### src/rtl/kd_tree_controller_pkg.sv
// rtl/kd_tree_controller_pkg.sv - shared types and default widths for the kd-tree controller
// Purpose: FSM state encoding plus default sizing used by the controller, its FIFO and bus interface.
// Ports: none (package).
package kd_ctrl_pkg;

  typedef enum logic [1:0] {
    ST_IDLE   = 2'd0,
    ST_LOAD   = 2'd1,
    ST_SEARCH = 2'd2
  } state_t;

  localparam int PATCH_WIDTH   = 55;
  localparam int ADDRESS_WIDTH = 8;
  localparam int DSIZE         = 11;
  localparam int NUM_NODES     = 63;

endpackage

### src/rtl/kd_tree_controller_if.sv
// rtl/kd_tree_controller_if.sv - query patch and leaf result handshake bundle
// Purpose: groups the patch (in) and leaf (out) valid/ready streams of the controller.
// Ports: patch_valid/patch_ready/patch_data (query), leaf_valid/leaf_ready/leaf_index (result).
//   slave  = controller view, master = upstream/downstream view.
interface kd_tree_controller_if #(
  parameter int PATCH_WIDTH   = kd_ctrl_pkg::PATCH_WIDTH,
  parameter int ADDRESS_WIDTH = kd_ctrl_pkg::ADDRESS_WIDTH
);
  logic                     patch_valid;
  logic                     patch_ready;
  logic [PATCH_WIDTH-1:0]   patch_data;
  logic                     leaf_valid;
  logic                     leaf_ready;
  logic [ADDRESS_WIDTH-1:0] leaf_index;

  modport slave (
    input  patch_valid, patch_data, leaf_ready,
    output patch_ready, leaf_valid, leaf_index
  );

  modport master (
    output patch_valid, patch_data, leaf_ready,
    input  patch_ready, leaf_valid, leaf_index
  );
endinterface

### src/rtl/kd_tree_controller_leaf_result_fifo.sv
// rtl/kd_tree_controller_leaf_result_fifo.sv - show-ahead result FIFO with occupancy count
// Purpose: synchronous FIFO; head word visible on o_data while non-empty, zero when empty.
// Ports: i_clk, i_rst (sync, active-high), i_push/i_data, i_pop, o_data, o_empty, o_count.
module leaf_result_fifo #(
  parameter int DEPTH = 4,
  parameter int WIDTH = 8,
  localparam int AW  = $clog2(DEPTH),
  localparam int CW  = AW + 1
) (
  input  logic             i_clk,
  input  logic             i_rst,
  input  logic             i_push,
  input  logic [WIDTH-1:0] i_data,
  input  logic             i_pop,
  output logic [WIDTH-1:0] o_data,
  output logic             o_empty,
  output logic [CW-1:0]    o_count
);
  import kd_ctrl_pkg::*;

  logic [WIDTH-1:0] r_mem [DEPTH];
  logic [CW-1:0]    r_wr_ptr;
  logic [CW-1:0]    r_rd_ptr;
  logic             w_empty;
  logic             w_full;
  logic             w_do_push;
  logic             w_do_pop;

  // Extra pointer MSB distinguishes full from empty when the indices match.
  assign w_empty   = (r_wr_ptr == r_rd_ptr);
  assign w_full    = (r_wr_ptr[AW] != r_rd_ptr[AW]) && (r_wr_ptr[AW-1:0] == r_rd_ptr[AW-1:0]);
  assign w_do_pop  = i_pop && !w_empty;
  // A pop in the same cycle frees the slot, so push-at-full is accepted then.
  assign w_do_push = i_push && (!w_full || w_do_pop);

  always_ff @(posedge i_clk) begin
    if (i_rst) begin
      r_wr_ptr <= '0;
      r_rd_ptr <= '0;
    end else begin
      if (w_do_push) r_wr_ptr <= r_wr_ptr + CW'(1);
      if (w_do_pop)  r_rd_ptr <= r_rd_ptr + CW'(1);
    end
  end

  always_ff @(posedge i_clk) begin
    if (w_do_push) r_mem[r_wr_ptr[AW-1:0]] <= i_data;
  end

  assign o_data  = w_empty ? '0 : r_mem[r_rd_ptr[AW-1:0]];
  assign o_empty = w_empty;
  assign o_count = r_wr_ptr - r_rd_ptr;
endmodule

### src/rtl/kd_tree_controller.sv
// rtl/kd_tree_controller.sv - LOAD/SEARCH sequencer for the internal-node tree
// Purpose: counts node words during LOAD, then issues query patches into the fixed-latency
//   tree and returns leaf indices in issue order through a credit-limited FIFO.
// Ports: i_clk, i_rst (sync, active-high), i_start, i_node_enq, o_node_full_n,
//   o_tree_fsm_enable, o_load_done, o_tree_patch_in, i_tree_leaf_index, o_node_count,
//   io_bus (patch/leaf handshakes, slave modport).
module kd_tree_controller #(
  parameter int NUM_NODES     = kd_ctrl_pkg::NUM_NODES,
  parameter int PATCH_WIDTH   = kd_ctrl_pkg::PATCH_WIDTH,
  parameter int ADDRESS_WIDTH = kd_ctrl_pkg::ADDRESS_WIDTH,
  parameter int TREE_LATENCY  = 6,
  parameter int OUT_DEPTH     = 4,
  localparam int NC_W         = $clog2(NUM_NODES + 1)
) (
  input  logic                     i_clk,
  input  logic                     i_rst,
  input  logic                     i_start,
  input  logic                     i_node_enq,
  output logic                     o_node_full_n,
  output logic                     o_tree_fsm_enable,
  output logic                     o_load_done,
  output logic [PATCH_WIDTH-1:0]   o_tree_patch_in,
  input  logic [ADDRESS_WIDTH-1:0] i_tree_leaf_index,
  output logic [NC_W-1:0]          o_node_count,
  kd_tree_controller_if.slave      io_bus
);
  import kd_ctrl_pkg::*;

  localparam int FC_W = $clog2(OUT_DEPTH) + 1;
  localparam int IF_W = $clog2(TREE_LATENCY + 1);
  localparam int CR_W = $clog2(TREE_LATENCY + OUT_DEPTH + 1);

  state_t                   r_state;
  state_t                   w_state_next;
  logic [NC_W-1:0]          r_node_count;
  logic                     r_reload_pending;
  logic [TREE_LATENCY-1:0]  r_valid_pipe;
  logic [IF_W-1:0]          r_inflight;
  logic [PATCH_WIDTH-1:0]   r_tree_patch;
  logic                     w_issue;
  logic                     w_capture;
  logic                     w_pop;
  logic                     w_last_node;
  logic                     w_reload_req;
  logic                     w_drained;
  logic                     w_credit_ok;
  logic                     w_fifo_empty;
  logic [FC_W-1:0]          w_fifo_count;
  logic [ADDRESS_WIDTH-1:0] w_fifo_head;

  // A start in the same cycle restarts the load, so it overrides the final enq.
  assign w_last_node  = (r_state == ST_LOAD) && i_node_enq && !i_start &&
                        (r_node_count == NC_W'(NUM_NODES - 1));
  // Start counts as a pending reload immediately so no patch slips in as we leave SEARCH.
  assign w_reload_req = r_reload_pending || i_start;
  assign w_drained    = (r_inflight == '0) && w_fifo_empty;
  // Every in-flight patch owns a FIFO slot, so capture can never overflow the FIFO.
  assign w_credit_ok  = (CR_W'(r_inflight) + CR_W'(w_fifo_count)) < CR_W'(OUT_DEPTH);
  assign w_issue      = io_bus.patch_valid && io_bus.patch_ready;
  assign w_capture    = r_valid_pipe[TREE_LATENCY-1];
  assign w_pop        = io_bus.leaf_valid && io_bus.leaf_ready;

  always_ff @(posedge i_clk) begin
    if (i_rst) r_state <= ST_IDLE;
    else       r_state <= w_state_next;
  end

  always_comb begin
    w_state_next = r_state;
    case (r_state)
      ST_IDLE:   if (i_start) w_state_next = ST_LOAD;
      ST_LOAD:   if (w_last_node) w_state_next = ST_SEARCH;
      ST_SEARCH: if (w_reload_req && w_drained) w_state_next = ST_LOAD;
      default:   w_state_next = ST_IDLE;
    endcase
  end

  always_comb begin
    o_node_full_n      = 1'b0;
    o_tree_fsm_enable  = 1'b0;
    o_load_done        = 1'b0;
    io_bus.patch_ready = 1'b0;
    case (r_state)
      ST_LOAD: begin
        o_node_full_n     = 1'b1;
        o_tree_fsm_enable = 1'b1;
      end
      ST_SEARCH: begin
        o_load_done        = 1'b1;
        io_bus.patch_ready = !w_reload_req && w_credit_ok;
      end
      default: ;
    endcase
  end

  always_ff @(posedge i_clk) begin
    if (i_rst) begin
      r_node_count     <= '0;
      r_reload_pending <= 1'b0;
      r_valid_pipe     <= '0;
      r_inflight       <= '0;
      r_tree_patch     <= '0;
    end else begin
      if ((r_state != ST_LOAD && w_state_next == ST_LOAD) || (r_state == ST_LOAD && i_start))
        r_node_count <= '0;
      else if (r_state == ST_LOAD && i_node_enq)
        r_node_count <= r_node_count + NC_W'(1);

      if (r_state == ST_SEARCH && w_state_next == ST_LOAD) r_reload_pending <= 1'b0;
      else if (r_state == ST_SEARCH && i_start)           r_reload_pending <= 1'b1;

      // Valid tokens march alongside the tree pipeline; the last stage marks a ready result.
      r_valid_pipe <= (r_valid_pipe << 1) | TREE_LATENCY'(w_issue);

      case ({w_issue, w_capture})
        2'b10:   r_inflight <= r_inflight + IF_W'(1);
        2'b01:   r_inflight <= r_inflight - IF_W'(1);
        default: r_inflight <= r_inflight;
      endcase

      if (w_issue) r_tree_patch <= io_bus.patch_data;
    end
  end

  leaf_result_fifo #(
    .DEPTH (OUT_DEPTH),
    .WIDTH (ADDRESS_WIDTH)
  ) u_fifo (
    .i_clk   (i_clk),
    .i_rst   (i_rst),
    .i_push  (w_capture),
    .i_data  (i_tree_leaf_index),
    .i_pop   (w_pop),
    .o_data  (w_fifo_head),
    .o_empty (w_fifo_empty),
    .o_count (w_fifo_count)
  );

  assign io_bus.leaf_valid = !w_fifo_empty;
  assign io_bus.leaf_index = w_fifo_head;
  assign o_tree_patch_in   = r_tree_patch;
  assign o_node_count      = r_node_count;
endmodule

### src/flat_wrapper.sv
// flat-port wrapper written by rule: the top's interface ports become plain ports
module kd_tree_controller_flat import kd_ctrl_pkg::*;
#(
  parameter int NUM_NODES     = kd_ctrl_pkg::NUM_NODES,
  parameter int PATCH_WIDTH   = kd_ctrl_pkg::PATCH_WIDTH,
  parameter int ADDRESS_WIDTH = kd_ctrl_pkg::ADDRESS_WIDTH,
  parameter int TREE_LATENCY  = 6,
  parameter int OUT_DEPTH     = 4,
  localparam int NC_W         = $clog2(NUM_NODES + 1)
)
  (i_clk, i_rst, i_start, i_node_enq, o_node_full_n, o_tree_fsm_enable, o_load_done, o_tree_patch_in, i_tree_leaf_index, o_node_count, io_bus_patch_valid, io_bus_patch_data, io_bus_leaf_ready, io_bus_patch_ready, io_bus_leaf_valid, io_bus_leaf_index);
  kd_tree_controller_if #(.PATCH_WIDTH(PATCH_WIDTH), .ADDRESS_WIDTH(ADDRESS_WIDTH)) io_bus_i ();
  input  logic i_clk;
  input  logic i_rst;
  input  logic i_start;
  input  logic i_node_enq;
  output logic o_node_full_n;
  output logic o_tree_fsm_enable;
  output logic o_load_done;
  output logic [PATCH_WIDTH-1:0] o_tree_patch_in;
  input  logic [ADDRESS_WIDTH-1:0] i_tree_leaf_index;
  output logic [NC_W-1:0] o_node_count;
  input wire logic [$bits(io_bus_i.patch_valid)-1:0] io_bus_patch_valid;
  input wire logic [$bits(io_bus_i.patch_data)-1:0] io_bus_patch_data;
  input wire logic [$bits(io_bus_i.leaf_ready)-1:0] io_bus_leaf_ready;
  output wire logic [$bits(io_bus_i.patch_ready)-1:0] io_bus_patch_ready;
  output wire logic [$bits(io_bus_i.leaf_valid)-1:0] io_bus_leaf_valid;
  output wire logic [$bits(io_bus_i.leaf_index)-1:0] io_bus_leaf_index;
  assign io_bus_i.patch_valid = io_bus_patch_valid;
  assign io_bus_i.patch_data = io_bus_patch_data;
  assign io_bus_i.leaf_ready = io_bus_leaf_ready;
  assign io_bus_patch_ready = io_bus_i.patch_ready;
  assign io_bus_leaf_valid = io_bus_i.leaf_valid;
  assign io_bus_leaf_index = io_bus_i.leaf_index;
  kd_tree_controller #(.NUM_NODES(NUM_NODES), .PATCH_WIDTH(PATCH_WIDTH), .ADDRESS_WIDTH(ADDRESS_WIDTH), .TREE_LATENCY(TREE_LATENCY), .OUT_DEPTH(OUT_DEPTH)) u_core (.i_clk(i_clk), .i_rst(i_rst), .i_start(i_start), .i_node_enq(i_node_enq), .o_node_full_n(o_node_full_n), .o_tree_fsm_enable(o_tree_fsm_enable), .o_load_done(o_load_done), .o_tree_patch_in(o_tree_patch_in), .i_tree_leaf_index(i_tree_leaf_index), .o_node_count(o_node_count), .io_bus(io_bus_i));
endmodule
### config.mk
export PLATFORM = sky130hd
export DESIGN_NAME = kd_tree_controller_flat
export DESIGN_NICKNAME = d
export VERILOG_FILES = /design/src/rtl/kd_tree_controller_pkg.sv /design/src/rtl/kd_tree_controller_if.sv /design/src/rtl/kd_tree_controller_leaf_result_fifo.sv /design/src/rtl/kd_tree_controller.sv /design/src/flat_wrapper.sv
export SDC_FILE = /design/constraint.sdc
export NUM_CORES = 1
export LEC_CHECK = 0
export CORE_UTILIZATION = 40
export DETAILED_ROUTE_END_ITERATION = 10
export GPL_TIMING_DRIVEN = 0
export PLACE_DENSITY = 0.71
export SETUP_SLACK_MARGIN = 0.1
export SYNTH_ARGS = -nofsm -noshare
export SYNTH_HDL_FRONTEND = slang
export SYNTH_SLANG_ARGS = --single-unit
### constraint.sdc
create_clock -name i_clk -period 10.01 [get_ports i_clk]
set_input_delay 1.001 -clock i_clk [delete_from_list [all_inputs] [get_ports i_clk]]
set_output_delay 1.001 -clock i_clk [all_outputs]
set_load 0.005 [all_outputs]
### Yosys cells after proc, flatten, opt, wreduce, memory -nomap -nowiden

Memory sizes are Yosys's and may differ from the RTL's. A register that Yosys moved wholly into a read port is not among the register bits.
Cells that the tools add are included.

* $add $sub $neg: 7
* $lt $le $gt $ge: 1
* muxes and demuxes: 13
* reduce and logical (&&, ||, !) cells: 27
* bitwise gates (word level): 1
* equal/unequal tests: 10

Operators with widths (count)
* $logic_and A1 B1 Y1: 15
* $mux W2: 5
* $add A3 B1 Y3 const B: 3
* $mux W8: 1
* $add A6 B1 Y6 const B: 1
* $eq A2 B1 Y1 const B: 3
* $eq A6 B6 Y1 const B: 1
* $or A6 B1 Y6: 1
* $pmux W2 S3: 1
* $pmux W3 S2: 1
* $mux W1: 5
* $add A3 B3 Y4: 1
* $eq A2 B2 Y1 const B: 2
* $logic_not A1 Y1: 4
* $lt A4 B3 Y1 const B: 1
* $reduce_or A2 Y1: 2
* $eq A3 B3 Y1: 1
* $logic_not A3 Y1: 1
* $logic_or A1 B1 Y1: 3
* $sub A3 B1 Y3 const B: 1
* $sub A3 B3 Y3: 1
* $eq A2 B2 Y1: 1
* $logic_not A2 Y1: 1
* $ne A2 B1 Y1 const B: 1
* 2 further kinds: 2

* memories: 1
* register bits: 79
* bits in writable memories: 32
* logic and storage cells: 68
* input port bits: 69
* output and inout port bits: 74

Memory list
* u_core.u_fifo.r_mem: depth 4, width 8, read ports 1, clocked after Yosys merged registers in 1, wr ports 1, line kd_tree_controller_leaf_result_fifo.sv:21 `logic [WIDTH-1:0] r_mem [DEPTH];`

### Longest topological paths before layout

* depth after elaboration: 10
* mapped depth: 16
* depth with buffers taken out: 15

### Cells and area by module

A second synthesis with hierarchy kept.

* cell total of the unflattened synthesis: 442
* area total of the unflattened synthesis: 4842.1 µm²

By module, submodules not included
* kd_tree_controller: sequential area each 1461.4 µm², times used 1, area each 3094.2 µm², cells an instance 333
* leaf_result_fifo: sequential area each 1121.1 µm², times used 1, area each 1747.9 µm², cells an instance 109

### Worst setup path before layout

Ideal clock, no wire load.

* kind: register to register
* start point: register u_core.u_fifo.r_wr_ptr[0]
* end point: register u_core.r_inflight[2]
* buffers on the path: 1
* data required time: 9940 ps
* slack: 6876 ps
* cell stages (with the launch flop): 17
* arrival: 3063 ps
* clock period less this slack: 3134 ps
* library setup time: 70 ps
* path through: dfxtp_1 -> inv_1 -> ha_1 -> inv_1 -> fa_1 -> xnor2_1 -> ha_1 -> nor3_1 -> and4_1 -> inv_1 -> buf_2 -> ha_1 -> inv_1 -> fa_1 -> xor2_1 -> or3_1 -> a21oi_1

* longest elaborated chain between the ends: 8
* elaborated cells between the ends (all ways): 10
* those cells by class: add/sub: 2; order compare: 1; eq/ne: 2; mux: 2; reduce/logical: 3

RTL lines
* start: declaration: line kd_tree_controller_leaf_result_fifo.sv:22 `logic [CW-1:0] r_wr_ptr;`
* start signal: assignment: line kd_tree_controller_leaf_result_fifo.sv:41 `if (w_do_push) r_wr_ptr <= r_wr_ptr + CW'(1);`
* $sub A3 B3 Y3 *: line kd_tree_controller_leaf_result_fifo.sv:52 `assign o_count = r_wr_ptr - r_rd_ptr;`
* $add A3 B3 Y4 *: line kd_tree_controller.sv:58 `assign w_credit_ok = (CR_W'(r_inflight) + CR_W'(w_fifo_count)) < CR_W'(OUT_DEPTH);`
* $lt A4 B3 Y1 *: line kd_tree_controller.sv:58
* $logic_and A1 B1 Y1 *: line kd_tree_controller.sv:90 `io_bus.patch_ready = !w_reload_req && w_credit_ok;`
* $mux W1 *: line kd_tree_controller.sv:83 `case (r_state)`
* $logic_and A1 B1 Y1 *: line kd_tree_controller.sv:59 `assign w_issue = io_bus.patch_valid && io_bus.patch_ready;`
* $eq A2 B1 Y1 / $eq A2 B2 Y1 (equally long branches): line kd_tree_controller.sv:115 `case ({w_issue, w_capture})`
* $pmux W3 S2 / $reduce_bool A2 Y1 (equally long branches)
* end signal: assignment: line kd_tree_controller.sv:116 `2'b10: r_inflight <= r_inflight + IF_W'(1);`
* end signal: assignment: line kd_tree_controller.sv:117 `2'b01: r_inflight <= r_inflight - IF_W'(1);`
* end signal: assignment: line kd_tree_controller.sv:118 `default: r_inflight <= r_inflight;`
* end: declaration: line kd_tree_controller.sv:38 `logic [IF_W-1:0] r_inflight;`

Every way passes the cells marked *; elsewhere a longest branch is shown, timed or not.
A chain may end at the register's enable or synchronous reset.

### Worst setup path after layout

* start point: register u_core.u_fifo.r_wr_ptr[0]
* end point: output io_bus_patch_ready

* longest elaborated chain between the ends: 5

RTL lines
* $sub A3 B3 Y3: line kd_tree_controller_leaf_result_fifo.sv:52
* $add A3 B3 Y4: line kd_tree_controller.sv:58
* $lt A4 B3 Y1: line kd_tree_controller.sv:58
* $logic_and A1 B1 Y1: line kd_tree_controller.sv:90
* $mux W1: line kd_tree_controller.sv:83
* end: declaration: line flat_wrapper.sv:26 `output wire logic [$bits(io_bus_i.patch_ready)-1:0] io_bus_patch_ready;`

No other way between the ends.

==> impl_metrics.yaml <==
status:
  status: "completed"
clocking:
  cts_setup_buffers: 0
  path_clk_slew_ns: 0.05
  cts_sinks: 113
  root_buffer: "clkbuf_8"
  cts_resized: 0
  clk_path_buf_depth: 2
  hold_buffers: 0
  tritoncts: "done"
  clock_latency_ns: 0.51
  numCtsBuffers: 17
  htree_levels: 4
pwr:
  peakVddDrop_v: 0.0001131
  finalPower_mw: 1.052
  powerDensity_nw_per_um2: 160.4
  p_leak_nw: 2.275
placed_design:
  gp_congestion: 0.7525
  place_area_um2: 6018
  io_buffers: 142
  pre_cts_ws_ns: 6.424
  dp_hpwl_um: 7776
  dp.cells: 715
routing:
  drc_errors: 0
  ant_nets: 0
  vias_per_cell: 4.790
  routed_wl_um: 10600
  drt_iter0_drc: 136
  drtPass1Iterations: 4
  num_vias: 3578
  wire_per_inst_um: 14.18
sta:
  fmax_mhz: 252.5
  finalClockSkew_ns: 0.009615
  finalSetupViolations: 0
  timing.final.crit_share_pct: 39.57
  worstMarginPinSlew_ns: 0.5385
  slew_headroom_pct: 63.63
  tns_ns: 0
  whs_ns: 0.4380
  finalHoldViolations: 0
  post-route-min-period_ns: 3.961
  maxSlewViolCount: 0
  rsz0062_at_grt: "no"
  timing.final.ws_setup_ns: 6.049
floorplanning:
  die_area_um2: 11480
  core_um2: 10790
  start_util_pct: 40.97
  rows: 38
  die_h_um: 107.1
  ioPinCount: 143
  die_w_um: 107.1
setup_path:
  critPathArrivalTime_ns: 2.96
  crit_path_max_fanout: 4
  worstSetupPathType: "reg2out"
  reg2reg_from: "u_core.u_fifo.r_wr_ptr[0]"
  worst-r2r-cell-count: 16
  cp-end-kind: "primary output"
  timing.rr.end: "u_core.r_inflight[2]"
  worstPathRequired_ns: 9.01
  r2r_setup_slack_ns: 6.58
  startpoint_type: "register"
logic_synthesis:
  async_flop_share_pct: 0
  synth_top_area_share_pct: 36.67
  synth_cell_types: 43
  syn-num-nets: 516
  netlist_area_um2: 4422
  synth_most_common_cell: "nand2_1"
  syn_inst: 433
  synth_area_leader_cell: "dfxtp_1"
  ys.warnings.count: 0
  synth-edff-count: 32
  ys.flop_type: "dfxtp_1"
  yosys.area_share.simple_pct: 17.29
  ys_seq_area_share_pct: 58.40
  synth_area_leaders: "dfxtp_1 37%, edfxtp_1 22%, nand2_1 10%"
  synthXorXnorAreaFrac_pct: 2.349
  avgSynthCellArea_um2: 10.21
  synth_adder_area_share_pct: 4.301
  synth_mux_area_share_pct: 4.301
  ys_ff_latch: 113
  synth_compound_area_share_pct: 8.970
  synth_top_family_by_area: "simple AND/OR/NAND/NOR gates"
  synth_common_cells: "118 x nand2_1, 81 x dfxtp_1, 61 x a21oi_1"
global_route:
  grt.busiest_layer: "met2"
  use_met2_pct: 33.09
  grt-ovfl-total: 0
  grt_pass1_vias: 3665
  met3_usage_pct: 10.64
  grt_max_degree: 17
  gr-usage-all-layers_pct: 19.86
  grt_util_met1_pct: 21.60
  grt_pass1_wl_um: 17380
  antenna_found_initial: 0
hold_path:
  worstHoldEndpoint: "u_core.r_valid_pipe[2]"
  worst_hold_path.num_cells: 1
  min_path_type: "reg2reg"
  min_from: "u_core.r_valid_pipe[1]"
job:
  maxCapViolations: 0
layout:
  nNetsFinal: 677
  diodes: 0
  design_area_um2: 6559
  drive_gt1_share_pct: 9.885
  final_cell_count_no_fill: 747
  nFillCells: 923
  syn_to_final_growth_pct: 48.33
  final_core_util_pct: 60.77
## kinds of logic (layout without fill, tap and decap cells)
group,count (synthesis),in the layout
AOI/OAI and AO/OA,73,73
xor gates and xnor gates,11,11
adders and majority gates,14,14
buffers and inverters,40,214
DFF,113,113
muxes,9,9
and+or+nand+nor,173,173
## area by class of cell
class	instances	area (um^2)	share of cell area, %
clock inverters	10	87.58	1.335
repair buffers	142	1421	21.67
multi-input cells	280	1645	25.09
flip-flops and latches	113	2582	39.37
clock buffers	22	452.9	6.906
plain buffers	25	137.6	2.098
well taps	140	175.2	2.671
inverters	15	56.30	0.8585
## state kept, by name, summed over array words and instances, names as in the netlist, named ones only
name                     count
u_core.o_node_count          6
u_core.o_tree_patch_in      55
u_core.r_inflight            3
u_core.r_reload_pending      1
u_core.r_state               2
u_core.r_valid_pipe          6
u_core.u_fifo.r_mem         32
u_core.u_fifo.r_rd_ptr       3
u_core.u_fifo.r_wr_ptr       3
## power by group
| group | leakage (nW) | internal, mW | total, mW | switching, mW |
|---|---|---|---|---|
| registers | 0.940 | 0.471 | 0.472 | 0.000898 |
| clock network | 0.261 | 0.340 | 0.540 | 0.200 |
| logic | 1.07 | 0.0272 | 0.0407 | 0.0134 |
## how the worst max path moves through the flow
stage | start | end | slack [ns]
after floorplan | u_core.u_fifo.r_wr_ptr[0] | u_core.r_inflight[2] | 6.88
after global placement | i_start | io_bus_patch_ready | 6.46
after detailed placement | i_start | u_core.r_inflight[2] | 6.42
after CTS | u_core.u_fifo.r_wr_ptr[0] | io_bus_patch_ready | 5.99
after global routing | u_core.u_fifo.r_wr_ptr[0] | io_bus_patch_ready | 5.84
final | u_core.u_fifo.r_wr_ptr[0] | io_bus_patch_ready | 6.05
## cell usage in the layout (no fill, tap or decap), types with 2 or more instances in the layout
| master | count |
|---|---|
| clkdlybuf4s50_1 | 142 |
| clkbuf_1 | 10 |
| nor4_1 | 2 |
| clkinv_2 | 4 |
| dfxtp_1 | 81 |
| mux4_2 | 8 |
| buf_2 | 5 |
| edfxtp_1 | 32 |
| nand4b_1 | 2 |
| nor2_1 | 17 |
| xor2_1 | 6 |
| buf_4 | 10 |
| xnor2_1 | 4 |
| nor2b_1 | 6 |
| clkbuf_16 | 16 |
| clkbuf_8 | 3 |
| buf_1 | 3 |
| or2_2 | 2 |
| ha_1 | 12 |
| and2_1 | 12 |
| clkinvlp_4 | 3 |
| nand2_1 | 118 |
| or3_1 | 2 |
| a21oi_1 | 61 |
| o21ai_0 | 4 |
| inv_1 | 15 |
| nand4_1 | 2 |
| fa_1 | 2 |
## critical path, cell delays in order (launching register included)
cell and delay, ns:
dfxtp_1 0.35, inv_1 0.12, ha_1 0.16, inv_1 0.06, fa_1 0.43, xnor2_1 0.14, ha_1 0.29, nor3_1 0.17
and3_1 0.20, clkdlybuf4s50_1 0.53
## per-layer routing
layer | vias to the layer above | wire length (um)
met2 | 111 | 5222
met1 | 1682 | 4205
met5 | - | 0
li1 | 1777 | -
met4 | 0 | 98
met3 | 8 | 1069
Note: power is estimated with default switching activity, not from simulation.
